File: src/rtl/dm_scan_mux.sv
// dm_scan_mux - time-multiplexed N-digit hex 7-segment display driver.
//
// Scans N_DIGITS hex digits onto a shared active-low cathode bus, one digit
// per slot of SLOT_CYCLES clocks. The first BLANK_CYCLES of each slot keep all
// anodes off so the previous digit's segments never ghost into the next one.
// Inputs are double-buffered: nothing on the input pins reaches the display
// until a load strobe copies them into shadow registers.
//
// Ports:
//   clock       system clock
//   reset       asynchronous active-low reset
//   digit_data  4 bits per digit, digit 0 (rightmost) in [3:0]
//   digit_en    per-digit enable
//   dp          per-digit decimal point
//   blink       per-digit blink request
//   lz_en       leading-zero suppression enable
//   load        strobe that captures the five inputs above into the shadows
//   an          anodes, active-low, at most one bit low
//   dec_cat     cathodes, active-low, [7:1] = segments a..g, [0] = dp

module dm_scan_mux #(
  parameter int N_DIGITS     = 8,
  parameter int SLOT_CYCLES  = 100000,
  parameter int BLANK_CYCLES = 2,
  parameter int BLINK_FRAMES = 64
) (
  input  logic                  clock,
  input  logic                  reset,
  input  logic [4*N_DIGITS-1:0] digit_data,
  input  logic [N_DIGITS-1:0]   digit_en,
  input  logic [N_DIGITS-1:0]   dp,
  input  logic [N_DIGITS-1:0]   blink,
  input  logic                  lz_en,
  input  logic                  load,
  output logic [N_DIGITS-1:0]   an,
  output logic [7:0]            dec_cat
);

  localparam int PW = $clog2(SLOT_CYCLES);
  localparam int IW = $clog2(N_DIGITS);
  localparam int FW = (BLINK_FRAMES > 1) ? $clog2(BLINK_FRAMES) : 1;
  localparam logic [N_DIGITS-1:0] ONE_HOT0 = N_DIGITS'(1);

  logic [4*N_DIGITS-1:0] data_sh;
  logic [N_DIGITS-1:0]   en_sh;
  logic [N_DIGITS-1:0]   dp_sh;
  logic [N_DIGITS-1:0]   blink_sh;
  logic                  lz_sh;

  logic [PW-1:0] presc;
  logic [IW-1:0] idx;
  logic [FW-1:0] frame;
  logic          blink_phase;

  logic [N_DIGITS-1:0] supp;
  logic                zero_run;
  logic [3:0]          cur_val;
  logic                visible;
  logic                slot_wrap;
  logic                last_digit;
  logic                blanking;

  function automatic logic [6:0] seg7(input logic [3:0] v);
    case (v)
      4'h0: seg7 = 7'b1111110;
      4'h1: seg7 = 7'b0110000;
      4'h2: seg7 = 7'b1101101;
      4'h3: seg7 = 7'b1111001;
      4'h4: seg7 = 7'b0110011;
      4'h5: seg7 = 7'b1011011;
      4'h6: seg7 = 7'b1011111;
      4'h7: seg7 = 7'b1110000;
      4'h8: seg7 = 7'b1111111;
      4'h9: seg7 = 7'b1111011;
      4'hA: seg7 = 7'b1110111;
      4'hB: seg7 = 7'b0011111;
      4'hC: seg7 = 7'b1001110;
      4'hD: seg7 = 7'b0111101;
      4'hE: seg7 = 7'b1001111;
      default: seg7 = 7'b1000111;
    endcase
  endfunction

  // Suppression runs from the most significant digit downwards and stops at
  // the first digit that is non-zero and enabled, or that carries a dp.
  // Digit 0 is never suppressed so a zero value still shows "0".
  always_comb begin
    supp     = '0;
    zero_run = lz_sh;
    for (int i = N_DIGITS - 1; i >= 1; i--) begin
      zero_run = zero_run && ((data_sh[4*i +: 4] == 4'h0) || !en_sh[i]) && !dp_sh[i];
      supp[i]  = zero_run;
    end
  end

  assign cur_val    = data_sh[{idx, 2'b00} +: 4];
  assign visible    = en_sh[idx] && !supp[idx] && !(blink_sh[idx] && blink_phase);
  assign slot_wrap  = (presc == PW'(SLOT_CYCLES - 1));
  assign last_digit = (idx == IW'(N_DIGITS - 1));
  assign blanking   = (presc < PW'(BLANK_CYCLES));

  always_ff @(posedge clock or negedge reset) begin
    if (!reset) begin
      data_sh     <= '0;
      en_sh       <= '0;
      dp_sh       <= '0;
      blink_sh    <= '0;
      lz_sh       <= 1'b0;
      presc       <= '0;
      idx         <= '0;
      frame       <= '0;
      blink_phase <= 1'b0;
      an          <= '1;
      dec_cat     <= 8'hFF;
    end else begin
      if (load) begin
        data_sh  <= digit_data;
        en_sh    <= digit_en;
        dp_sh    <= dp;
        blink_sh <= blink;
        lz_sh    <= lz_en;
      end

      if (slot_wrap) begin
        presc <= '0;
        if (last_digit) begin
          idx <= '0;
          if (frame == FW'(BLINK_FRAMES - 1)) begin
            frame       <= '0;
            blink_phase <= !blink_phase;
          end else begin
            frame <= frame + FW'(1);
          end
        end else begin
          idx <= idx + IW'(1);
        end
      end else begin
        presc <= presc + PW'(1);
      end

      // Outputs follow the current slot position one clock later.
      if (blanking || !visible) begin
        an      <= '1;
        dec_cat <= 8'hFF;
      end else begin
        an      <= ~(ONE_HOT0 << idx);
        dec_cat <= {~seg7(cur_val), ~dp_sh[idx]};
      end
    end
  end

endmodule

File: config.mk
export PLATFORM = sky130hd
export DESIGN_NAME = dm_scan_mux
export DESIGN_NICKNAME = d
export VERILOG_FILES = /design/src/rtl/dm_scan_mux.sv
export SDC_FILE = /design/constraint.sdc
export NUM_CORES = 1
export LEC_CHECK = 0
export CELL_PAD_IN_SITES_DETAIL_PLACEMENT = 1
export CELL_PAD_IN_SITES_GLOBAL_PLACEMENT = 2
export CORE_MARGIN = 2
export CORE_UTILIZATION = 36
export CTS_CLUSTER_DIAMETER = 30
export DETAILED_ROUTE_END_ITERATION = 12
export PLACE_DENSITY = 0.9
export SLEW_MARGIN = 20
export SYNTH_ARGS = -nofsm -noshare
export SYNTH_HDL_FRONTEND = slang
export SYNTH_SLANG_ARGS = --single-unit
File: constraint.sdc
create_clock -name clock -period 3.47 [get_ports clock]
set_clock_uncertainty 0.2 [all_clocks]
set_input_delay 0.694 -clock clock [delete_from_list [all_inputs] [get_ports clock]]
set_output_delay 0.694 -clock clock [all_outputs]
set_load 0.01 [all_outputs]
======== Word level (Yosys, flattened, before mapping) ========
Memory sizes are Yosys's and may differ from the RTL's.
Index checks and enable logic that the tools add are counted.
W data, S select, Z words.
storage, ports and cells
  flip-flop bits (word level) ............. 100
  bits in latches ......................... 0
  memory bits (writable) .................. 0
  bits in read-only memories .............. 112
  input port bits ......................... 60
  memories ................................ 1
memory list
  memory           depth  width  rd ports  clocked after memory_dff  wr ports  line  text
  (no name shown)  16     7      1         0                         0         64    case (v)
cells by class
  add/subtract/negate cells ............... 3
  multipliers ............................. 0
  divide/modulo/power cells ............... 0
  magnitude comparators ................... 2
  equality and inequality tests ........... 3
  shift-type cells ........................ 2
  muxes and demuxes ....................... 14
  bitwise logic cells ..................... 3
  reduce and logical (&&, ||, !) cells .... 52
operators by type and width
  cell                     count
  $shiftx A32 B6 Y4        1
  $logic_not A4 Y1         7
  $logic_not A1 Y1         18
  $add A17 B1 Y17 const B  1
  $eq A17 B17 Y1 const B   1
  $logic_and A1 B1 Y1      17
  $lt A17 B2 Y1 const B    1
  $mux W17                 1
  $mux W8                  2
  $bmux W1 S3              4
  $logic_or A1 B1 Y1       8
  $not A8 Y8               1
  $shl A1 B3 Y8 const A    1
  $mux W7                  1
  $not A7 Y7               1
  $add A6 B1 Y6 const B    1
  $eq A6 B6 Y1 const B     1
  $mux W6                  1
  $lt A3 B4 Y1 const B     1
  $mux W1                  4
  $add A3 B1 Y3 const B    1
  $eq A3 B3 Y1 const B     1
  $mux W3                  1
  $reduce_and A3 Y1        1
  2 further kinds          2

======== Logic depth before layout (Yosys ltp) ========
  depth after elaboration ................. 26
  depth in mapped cells ................... 9
  mapped depth without buffers ............ 7

======== Worst setup path before layout ========
Ideal clock, no wire load.
  path kind ............................... reg-to-reg
  start ................................... register idx[0]
  end ..................................... register dec_cat[7]
  arrival time ............................ 2.654 ns
  setup slack ............................. 0.517 ns
  cell stages (with the launch flop) ...... 10
  buffers on the path ..................... 2
  period minus slack after synthesis ...... 2.953 ns
  path through ............................ dfrtp_1 > buf_6 > buf_2 > mux4_2 > mux2i_1 > inv_1 > ha_1 > or3b_2 > o21ai_0 > o21ai_0
between the ends
  cells in the longest elaborated chain, start to end .. 8
  elaborated cells between the ends (all ways) .. 18
  classes of those cells .................. shift: 1; mux: 8; bitwise: 1; reduce/logical: 7; memory: 1
RTL lines
  item                                                                    line  text
  start, declared                                                         51    logic [IW-1:0] idx;
  start signal, assigned                                                  135   idx <= idx + IW'(1);
  parallel branches: the longest is 7 deep, another holds $mem_v2 Z16 W7  -
  $mux W8 (*)                                                             142   if (blanking || !visible) begin
  end signal, assigned                                                    147   dec_cat <= {~seg7(cur_val), ~dp_sh[idx]};
  end, declared                                                           36    output logic [7:0] dec_cat
Mark *: on every way between the ends. The select of a mux whose other input is x is not followed.
A chain may end at the register's enable or synchronous reset.

======== Final worst setup path ========
  start ................................... register idx[1]
  end ..................................... register dec_cat[7]
The elaborated chain is that of the path after synthesis.

==> results.md <==
- Registers take around 2500 um^2.
- The final sum of negative setup slack is 0 ns.
- The proportion of layout cells with a drive suffix above 1 is between 20% and 30%.
- In this run, synthesis inferred 0 flip-flops with an integrated enable.
- TritonCTS built the clock tree.
- The tool flagged a number of max-cap violations equal to 0.
- The slowest cell on the critical path is sky130_fd_sc_hd__dfrtp_1.
- The required time at the worst-slack endpoint is approximately 3.5 ns.
- The congestion estimate from routability-driven global placement came to between 0.8 and 0.9.
- The first-pass GRT wire length is 19.1 mm.
- Entering global routing, the biggest net connects between 60 and 70 pins.
- The initial utilization of the core area, before any placement, comes to 37.2%.
- In this run, synthesis produced a sequential element count of 100.
- Summing all multi-input logic gate instances after layout gives between 2000 and 2500 um^2.
- The area of the core region is between 10000 and 15000 um^2.
- The count of final max-slew check failures was 0.
- The register area share after synthesis is a little over half.
- The cell repeated most along the worst path is sky130_fd_sc_hd__o21ai_0.
- The static power due to leakage is 2.46 nW.
- The fraction of synthesis flops using an asynchronous set or reset pin is 100%.
- The final wirelength is ~11 mm.
- The clock buffer count from CTS is 9.
- Leaving out fill and tap cells, the most frequent cells in the layout are 84 x sky130_fd_sc_hd__dfrtp_1, 73 x sky130_fd_sc_hd__clkdlybuf4s50_1, 56 x sky130_fd_sc_hd__mux2_2.
- The area added between synthesis and finish is 26.0%.
- The tree is rooted in a sky130_fd_sc_hd__clkbuf_16.
- In the routed design, unresolved DRC markers number 0.
- After global routing the overflow that remains totals 0.
- The die covers ~14000 um^2.
- The highest fanout seen on the critical path is 20.
- The cts-stage hold buffer count is 0.
- For this run, the leading register cell type out of synthesis is sky130_fd_sc_hd__dfrtp_1.
- The maximum achievable frequency is between 300 and 400 MHz.
- Headroom to the max-slew limit came out at between 30% and 40%.
- The setup path with the least slack is of type register to register.
- The aggregate global-route resource usage is 17.1%.
- The mean routed wirelength per cell is ~18 um.
- At the pin with the least slew margin, the transition time is 0.925 ns.
- The row count is 41.
- The number of vias after detailed routing is 3176.
- The average footprint of a synthesized cell is around 13 um^2.
- The number of different library cells used by synthesis comes to 47.
- After filler insertion, the fill cell instance count of the layout stands at between 1000 and 1500.
- The number of cells on the worst reg-to-reg path is 7.
- The worst path needs roughly 3.1 ns of the cycle, external delays included.
- The floorplan step set the die height to approximately 120 um.
- The critical path goes through mux4_2 -> mux2i_1 -> inv_1 -> ha_1 -> or3b_2 -> o21ai_0 -> o21ai_0.
- The worst setup slack after layout is roughly 0.33 ns.
- The antenna violation net count after detailed routing is 0.
- Setup violations remaining at the end of the flow were counted as 0.
- The post-CTS setup buffer count is 0.
- During I/O placement, the number of pins put on the boundary was 76.
- The initial antenna violation count was 0.
- In this run the power density over the cells is about 450 nW/um^2.
- The flow ran to the end, and the final reports show no timing, DRC or antenna violations.
- The later-pin clock latency in the skew report is about 0.35 ns.
- The level count of the clock H-tree is 3.
- The maximum number of buffers from clock root to sink is 2.
- The type of origin of the critical path is a register.
- The floorplan step set the die width to between 100 and 150 um.
- Clock-pin slew was measured on the worst setup and hold paths at 0.08 ns.
- The via-per-instance ratio is slightly above 5.
- The number of nets handed over by synthesis was ~440.
- The number of instances in the synthesized netlist is between 300 and 400.
- The longest individual stage delay on the worst path is 0.86 ns.
- Leaving out fill and tap cells, the most frequent cell in the layout is sky130_fd_sc_hd__dfrtp_1.
- The number of global-route vias before repair is between 3000 and 4000.
- The maximum vdd ir drop is 0.203 mV.
- After layout, the worst path uses between 90 and 100% of the clock period.
- The number of I/O port buffers is 75.
- In this run, the number of DRC markers left after iteration 0 of detailed routing was roughly 160.
- The min-delay analysis places its worst path in the category primary input to asynchronous set/reset pin.
- Setup repair after global routing left no endpoint under its margin.
- For this run, the number of Yosys warnings is 0.
- On the final layout, the worst hold slack is around 0.17 ns.
- The number of iterations in the first detailed-routing pass is 4.
- 0 antenna diodes ended up in the layout.
- The final hold violation count is 0.
- The setup slack at placement is roughly 0.36 ns.
- The internal reg-to-reg setup slack is about 0.33 ns.
- The final layout contains 511 nets.
- Detailed placement finished with a half-perimeter wire length of slightly above 8 mm.
- The synthesized netlist occupies a cell area of 4730 um^2.
- STA classifies the critical path endpoint as a register.
- The number of gates resized after CTS is 0.
- The total number of clock tree sinks is 100.
- Data on the critical path arrives at its endpoint at around 3.2 ns.
-- final cells by class --
| class | instances | area share, % |
|---|---|---|
| clock buffers | 9 | 3.78 |
| clock inverters | 7 | 1.32 |
| inverters | 11 | 0.692 |
| multi-input cells | 235 | 35.0 |
| flip-flops and latches | 100 | 42.3 |
| well taps | 172 | 3.61 |
| repair buffers | 80 | 13.3 |
-- worst paths after layout --
kind / to / startpoint
min in group clock: frame[4]$_DFFE_PN0P_ / frame[4]$_DFFE_PN0P_
max in group asynchronous: an[3]$_DFF_PN1_ / reset
max reg2reg: dec_cat[7]$_DFF_PN1_ / idx[1]$_DFFE_PN0N_
min reg2reg: frame[4]$_DFFE_PN0P_ / frame[4]$_DFFE_PN0P_
max: dec_cat[7]$_DFF_PN1_ / idx[1]$_DFFE_PN0N_
min: data_sh[6]$_DFFE_PN0P_ / reset
-- registers in the layout, indices dropped and copies added, names as in the netlist --
signal	count
lz_sh	1
presc	17
data_sh	32
dp_sh	8
idx	3
blink_sh	8
an	8
frame	6
en_sh	8
dec_cat	8
blink_phase	1
-- kinds of logic after synthesis --
kind of cell | synth area share, %
compound gates | 5.66
flops | 53.3
buf+inv | 2.59
xor+xnor | 3.52
fa+ha+maj | 3.70
simple gates | 9.78
mux | 21.5
-- cell usage after synthesis, types with 2 or more instances --
master / number / area share [%]
sky130_fd_sc_hd__or4_1: 4 / 0.63
sky130_fd_sc_hd__nor2b_1: 4 / 0.53
sky130_fd_sc_hd__o21ai_0: 12 / 1.3
sky130_fd_sc_hd__or3_1: 2 / 0.26
sky130_fd_sc_hd__mux2_2: 56 / 13
sky130_fd_sc_hd__nand3_1: 17 / 1.8
sky130_fd_sc_hd__nor3_1: 2 / 0.21
sky130_fd_sc_hd__nand2_1: 20 / 1.6
sky130_fd_sc_hd__nand4_1: 5 / 0.66
sky130_fd_sc_hd__o41ai_1: 6 / 1.1
sky130_fd_sc_hd__ha_1: 14 / 3.7
sky130_fd_sc_hd__o221ai_1: 3 / 0.56
sky130_fd_sc_hd__buf_1: 6 / 0.48
sky130_fd_sc_hd__mux4_2: 14 / 6.7
sky130_fd_sc_hd__dfrtp_1: 84 / 44
sky130_fd_sc_hd__nor2_1: 13 / 1.0
sky130_fd_sc_hd__and3_1: 5 / 0.66
sky130_fd_sc_hd__mux2i_1: 7 / 1.5
sky130_fd_sc_hd__o211ai_1: 2 / 0.32
sky130_fd_sc_hd__clkbuf_1: 7 / 0.56
sky130_fd_sc_hd__inv_1: 11 / 0.87
sky130_fd_sc_hd__a21oi_1: 6 / 0.63
sky130_fd_sc_hd__xor2_1: 8 / 1.5
sky130_fd_sc_hd__o31ai_1: 2 / 0.32
sky130_fd_sc_hd__buf_6: 2 / 0.48
sky130_fd_sc_hd__buf_2: 2 / 0.21
sky130_fd_sc_hd__xnor2_1: 11 / 2.0
sky130_fd_sc_hd__and2_1: 4 / 0.53
sky130_fd_sc_hd__dfstp_2: 16 / 8.9
-- worst max-delay path, delay by kind of cell, from the launching register on --
family / cells / cell delay (ns)
adders and majority gates: 1 / 0.27
muxes: 2 / 0.81
AOI/OAI and AO/OA: 2 / 0.22
DFF: 1 / 0.86
and+or+nand+nor: 1 / 0.47
buffers and inverters: 1 / 0.19
-- report_power, final --
group / leakage (nW) / internal (mW) / total [mW] / switching, mW
clock: 0.148 / 0.513 / 1.01 / 0.501
combinational: 1.11 / 0.197 / 0.333 / 0.136
sequential: 1.20 / 1.26 / 1.32 / 0.0640
total: 2.46 / 1.97 / 2.67 / 0.700
-- layer usage --
layer / vias to the layer above / wire length, um / track usage (%)
li1: 1467 / - / -
met4: 0 / 240 / 6.55
met2: 74 / 5290 / 27.8
met3: 17 / 365 / 2.36
met1: 1618 / 5210 / 23.1
met5: - / 0 / 0
-- per-stage QoR --
step                cell area (um^2)  power, mW  std cells  util (%)
global placement                5660       1.66        598      44.5
finish                          5960       2.67        614      46.9
CTS                             5960       2.69        614      46.9
floorplan                       4730       1.49        363         -
global route                    5960       2.78        614      46.9
detailed placement              5660       1.68        598      44.5
(Power assumes the default switching activity.)
